## src/rtl/conv_tap_mac.sv

```systemverilog
// conv_tap_mac
// Convolution tap sequencer and accumulator. One m*m pixel window is
// accepted per handshake. The block then walks the kernel store address
// through taps 0..m*m-1, one tap per cycle, and adds every latched pixel
// whose kernel weight bit is 1. The window sum is then offered on a
// valid/ready output channel.
//
// Ports
//   clk       : single clock, rising edge
//   rst       : synchronous, active-high reset
//   in_valid  : a window is present on in_window
//   in_ready  : block can accept a window (IDLE only)
//   in_window : m*m pixels, tap i at in_window[i*DW +: DW]
//   k_addr    : tap address to the kernel store (0 outside RUN)
//   k_bit     : weight bit at k_addr, combinational from the store
//   out_valid : out_sum holds a finished window sum (DONE)
//   out_ready : consumer accepts out_sum
//   out_sum   : unsigned sum of the pixels whose weight bit is 1
//   busy      : high in RUN or DONE
module conv_tap_mac #(
  parameter int m  = 3,
  parameter int DW = 8,
  parameter int SW = 12
) (
  input  logic                clk,
  input  logic                rst,
  input  logic                in_valid,
  output logic                in_ready,
  input  logic [m*m*DW-1:0]   in_window,
  output logic [6:0]          k_addr,
  input  logic                k_bit,
  output logic                out_valid,
  input  logic                out_ready,
  output logic [SW-1:0]       out_sum,
  output logic                busy
);

  localparam int NT = m * m;
  localparam logic [6:0] LAST_TAP = 7'(NT - 1);

  typedef enum logic [1:0] {
    IDLE = 2'd0,
    RUN  = 2'd1,
    DONE = 2'd2
  } state_t;

  state_t              state_q, state_d;
  logic [NT*DW-1:0]    win_q, win_d;
  logic [SW-1:0]       acc_q, acc_d;
  logic [SW-1:0]       sum_q, sum_d;
  logic [6:0]          tap_q, tap_d;

  logic [DW-1:0]       pixel;
  logic [SW-1:0]       addend;

  // Select the latched pixel for the current tap. A compare-and-pick loop
  // keeps the index in range even if the tap counter were ever corrupted.
  always_comb begin
    pixel = '0;
    for (int i = 0; i < NT; i++) begin
      if (tap_q == 7'(i)) begin
        pixel = win_q[i*DW +: DW];
      end
    end
    addend = k_bit ? {{(SW-DW){1'b0}}, pixel} : '0;
  end

  // Next-state logic. Every register holds by default. In RUN the final
  // tap writes its contribution straight into the output sum register, so
  // out_sum is already complete on the edge that enters DONE.
  always_comb begin
    state_d = state_q;
    win_d   = win_q;
    acc_d   = acc_q;
    sum_d   = sum_q;
    tap_d   = tap_q;
    unique case (state_q)
      IDLE: begin
        if (in_valid) begin
          win_d   = in_window;
          acc_d   = '0;
          tap_d   = '0;
          state_d = RUN;
        end
      end
      RUN: begin
        acc_d = acc_q + addend;
        tap_d = tap_q + 7'd1;
        if (tap_q == LAST_TAP) begin
          sum_d   = acc_q + addend;
          tap_d   = '0;
          state_d = DONE;
        end
      end
      DONE: begin
        if (out_ready) begin
          state_d = IDLE;
        end
      end
      default: begin
        state_d = IDLE;
      end
    endcase
  end

  // Outputs are decoded from the state. The store address is forced to 0
  // outside RUN so that it never leaves the 0..m*m-1 range.
  always_comb begin
    in_ready  = (state_q == IDLE);
    busy      = (state_q == RUN) || (state_q == DONE);
    out_valid = (state_q == DONE);
    k_addr    = (state_q == RUN) ? tap_q : 7'd0;
    out_sum   = sum_q;
  end

  // State registers. Reset clears everything, which discards any partial
  // sum, so no out_valid follows a reset taken in the middle of a window.
  always_ff @(posedge clk) begin
    if (rst) begin
      state_q <= IDLE;
      win_q   <= '0;
      acc_q   <= '0;
      sum_q   <= '0;
      tap_q   <= '0;
    end else begin
      state_q <= state_d;
      win_q   <= win_d;
      acc_q   <= acc_d;
      sum_q   <= sum_d;
      tap_q   <= tap_d;
    end
  end

endmodule

```

## config.mk

```make
export PLATFORM = sky130hd
export DESIGN_NAME = conv_tap_mac
export DESIGN_NICKNAME = d
export VERILOG_FILES = /design/src/rtl/conv_tap_mac.sv
export SDC_FILE = /design/constraint.sdc
export NUM_CORES = 1
export LEC_CHECK = 0
export CAP_MARGIN = 5
export CELL_PAD_IN_SITES_DETAIL_PLACEMENT = 1
export CELL_PAD_IN_SITES_GLOBAL_PLACEMENT = 1
export CORE_MARGIN = 8
export CORE_UTILIZATION = 39
export CTS_BUF_LIST = sky130_fd_sc_hd__clkbuf_4
export DETAILED_ROUTE_END_ITERATION = 12
export PLACE_DENSITY_LB_ADDON = 0.15
export SLEW_MARGIN = 15
export SYNTH_ARGS = -nofsm -noshare
export SYNTH_HDL_FRONTEND = slang
export SYNTH_SLANG_ARGS = --single-unit
```

## constraint.sdc

```tcl
create_clock -name clk -period 3.87 [get_ports clk]
set_input_delay 0.387 -clock clk [delete_from_list [all_inputs] [get_ports clk]]
set_output_delay 0.387 -clock clk [all_outputs]
set_load 0.02 [all_outputs]
```

==> flow_results.org <==
** Status
- Result of the run :: finished clean

** Logic synthesis
- Compound-cell area share of the yosys netlist :: 22.9%
- Adder and majority gate portion of the synthesized area :: 3.96%
- Portion of the post-synthesis area used by sequential elements :: 40.1%
- Of the post-synthesis cell area, the part taken by muxes is 0.788%.
- Nets in the synthesized netlist :: 779
- Mean area per synthesized cell :: 7.64 sq um
- The top cell type by area accounts for 40.1% of the synthesized area.
- XOR/XNOR share of the synthesized area :: 1.84%
- After Yosys synthesis, and, or, nand and nor cells account for 24.4% of the synthesized area.
- Most used DFF post-synth :: dfxtp_1
- Yosys synthesis warning count :: 0
- Yosys mapped a number of flops with a built-in enable equal to 0.
- Top cells by area in the synthesized netlist :: dfxtp_1, nand2_1, a21oi_1
- Instance count of the mapped netlist :: 686
- After synthesis, the largest family of logic cells by area is simple AND/OR/NAND/NOR gates.
- Summing every instance area after synthesis gives 5240 sq um.
- Async set or reset register ratio after synthesis :: 0%
- Number of synthesized register bits :: 105
- The synthesized netlist contains 60 unique library cells.
- Cell type with the highest aggregate area in the netlist :: dfxtp_1
- Counting instances in the post-synthesis netlist gives the leading cell types as nand2_1, dfxtp_1, a21oi_1, nor2_1, clkbuf_1.
- nand2_1 is the most common cell in the netlist.

** Timing
- The worst path uses 96.4% of the clock period.
- The clock arrives with 0.00840 ns of skew.
- Final slew viol count :: 0
- Final setup violation count :: 0
- Worst slew margin relative to its limit :: 27.1%
- Clock period minus final worst setup slack :: 3.73 ns
- Final count of hold timing violations :: 0
- Max Fclk :: 268 MHz
- Setup repair after global routing missed its margin :: yes
- After layout, the worst setup slack is 0.141 ns.
- For the pin with the worst max-slew slack, the measured transition is 1.09 ns.

** Hold path
- The worst hold path passes through 4 cells.
- The min-delay analysis places its worst path in the category input port to flip-flop.

** Global route
- Number of antenna violations at the first check in global routing :: 0
- Wire length of the first global-routing pass :: 27000 um
- GRT Util Overall :: 18.8%
- The via count of the first global-routing pass was 5241.
- Maximum number of pins on one net before global-route repair :: 105
- Global-route congestion overflow total :: 0

** Cells and area
- Diode count :: 0
- Number of nets in the finished design :: 850
- The finished cells cover 6500 sq um.
- Of the cells placed in the final design, the portion with a size suffix greater than 1 is 6.17%.
- Fill cells in the final layout number 1659.
- The finished layout holds 938 standard cells, fillers aside.
- Multi-input logic area :: 2860 sq um
- Cells fill 49.3% of the core in the end.
- Across the whole layout, storage elements account for 2100 sq um.
- From synthesis to final layout, the design area changed by 24.1%.

** Setup path
- The cell that appears most often on the critical path is ha_1.
- In this design, the stage delay of the slowest critical-path cell is 0.44 ns.
- In this run the register-to-register setup slack is 0.14 ns.
- Nature of the critical path startpoint :: flip-flop
- Setup Crit Path Kind :: flip-flop to flip-flop
- Critical path fanouts, max :: 8
- Startpoint of the most critical register-to-register path :: tap_q[0]
- Arrival time at the worst endpoint :: 4.13 ns
- The endpoint identified for the worst register-to-register timing path is acc_q[11].
- Slowest cell on the critical path :: dfxtp_2
- The worst setup path is captured at a flip-flop.
- Capture point of the critical path :: acc_q[11]
- The critical path goes through inv_1 > ha_1 > nand2b_1 > o21a_4 > and2_4 > a221oi_1 > o32ai_1 > ha_1 > o21ai_0 > o21ai_1 > nand3_1 > or3_1 > a22o_1.
- Critical path origin :: tap_q[0]
- Count of cells along the worst register-to-register path :: 13
- Data on the critical path is required at its endpoint by 4.27 ns.

** CTS
- Clock tree synthesis found a total of 105 sinks.
- Insertion delay of the later-clocked pin in the worst-skew pair :: 0.49 ns
- Root buffer selected by CTS :: clkbuf_4
- TritonCTS built the clock tree.
- TritonCTS created 9 clock buffers.
- After clock tree synthesis, the clock-pin slew on the worst setup and hold paths is 0.15 ns.
- Buffer levels on the longest clock path :: 2
- Setup repair bufs after CTS :: 0
- Number of H-tree levels :: 3

** Flow run
- The tool flagged a number of max-cap violations equal to 0.

** Placement
- Estimated wirelength of the detail-placed design :: 12100 um
- Once placement completed, the tool counted placed cells totaling 922.
- Last weighted congestion value of the routability-driven placer :: 0.880
- Quantity of I/O buffers inserted on ports :: 98
- In this run the cell area measured after placement is 6310 sq um.
- Worst slack at placement :: 0.0441 ns

** Route
- Total Routed Length :: 16100 um
- In the routed design, unresolved DRC markers number 0.
- In the routed layout, each cell is associated on average with a via count of 5.41.
- The count of nets left with antenna violations once routing finished came out at 0.
- In the final routed layout, each cell accounts on average for 17.2 um.
- Detailed routing inserted a total of 5079 vias.
- Initial drt markers :: 319
- For this run, the detailed router's first-pass iteration total came to 4.

** Floorplanning
- Core Box Area :: 13200 sq um
- Pin placement for this block handled 99 I/O pins.
- From left edge to right edge, the die measures 132 um.
- Site row count :: 42
- Effective utilization at floorplan :: 39.7%
- DIE HEIGHT :: 132 um
- Die Outline Area :: 17400 sq um

** Power
- Peak VDD IR :: 0.264 mV
- Power spread over the standard cell area amounts to 361 nW/um^2.
- Total Power :: 2350 uW
- Leakage power :: 0.00233 uW
cell usage in the layout, fill, tap and decap left out, types with 7 or more instances in the layout:
master / n
and2_1: 9
nand3b_1: 7
nand3_1: 15
o22ai_1: 7
nand2_1: 180
buf_4: 15
a22o_1: 7
clkbuf_4: 9
o21ai_1: 10
a21oi_1: 93
a211oi_1: 10
a22oi_1: 11
inv_1: 21
a221oi_1: 7
clkdlybuf4s50_1: 97
ha_1: 14
a31oi_1: 9
nor2_1: 32
dfxtp_1: 104
xor2_1: 8
critical path: cells and delay by family (launching register included):
kind            cells  cell delay, ns
flops               1            0.44
fa+ha+maj           2            0.68
buf+inv             1            0.09
simple gates        4            0.94
compound gates      6            1.50
registers in the layout (all words and copies together) (netlist names):
name,count
out_sum,12
acc_q,12
tap_q,7
state_q,2
win_q,72
area by class of cell:
cell class | count | area share, %
Clock inverter | 7 | 1.31
Multi-Input combinational cell | 507 | 44.0
Inverter | 21 | 1.21
Clock buffer | 9 | 1.04
Timing Repair Buffer | 113 | 16.7
Sequential cell | 105 | 32.3
Tap cell | 176 | 3.39
where the power goes:
| part | internal, uW | switching (uW) | total, uW |
|---|---|---|---|
| clock network | 256 | 364 | 620 |
| logic | 211 | 302 | 513 |
| registers | 1160 | 54.2 | 1210 |
| total | 1630 | 721 | 2350 |
what timing repair did:
item                       CTS  global route
gates resized for setup      0             9
setup endpoints to repair    0            13
hold buffers                 0             0
routing by layer:
metal | part of all wire (%) | GRT usage, %
met5 | 0 | 0
met4 | 1.7 | 7.08
met3 | 3.9 | 3.47
met1 | 49 | 24.7
met2 | 46 | 29.9
worst min-delay path by stage:
| stage | from | endpoint | slack (ns) |
|---|---|---|---|
| finish | rst | out_sum[9] | 0.42 |
| global route | in_window[50] | win_q[50] | 0.40 |
| CTS | rst | out_sum[9] | 0.37 |
| detailed placement | out_sum[0] | out_sum[0] | 0.45 |
| global placement | out_sum[4] | out_sum[4] | 0.44 |
| floorplan | win_q[39] | win_q[39] | 0.43 |
logic make-up after synthesis:
logic type                 Yosys count
muxes                                4
adders and majority gates           16
and+or+nand+nor                    286
xor gates and xnor gates            11
DFF                                105
AOI/OAI and AO/OA                  190
buffers and inverters               74
through the flow:
stage | hold slack (ns) | TNS [ns]
2_1_floorplan | 0.432 | 0
3_3_place_gp | 0.439 | 0
3_5_place_dp | 0.449 | 0
4_1_cts | 0.368 | 0
5_1_grt | 0.404 | -0.104
6_report | 0.422 | 0
(Power assumes the default switching activity.)
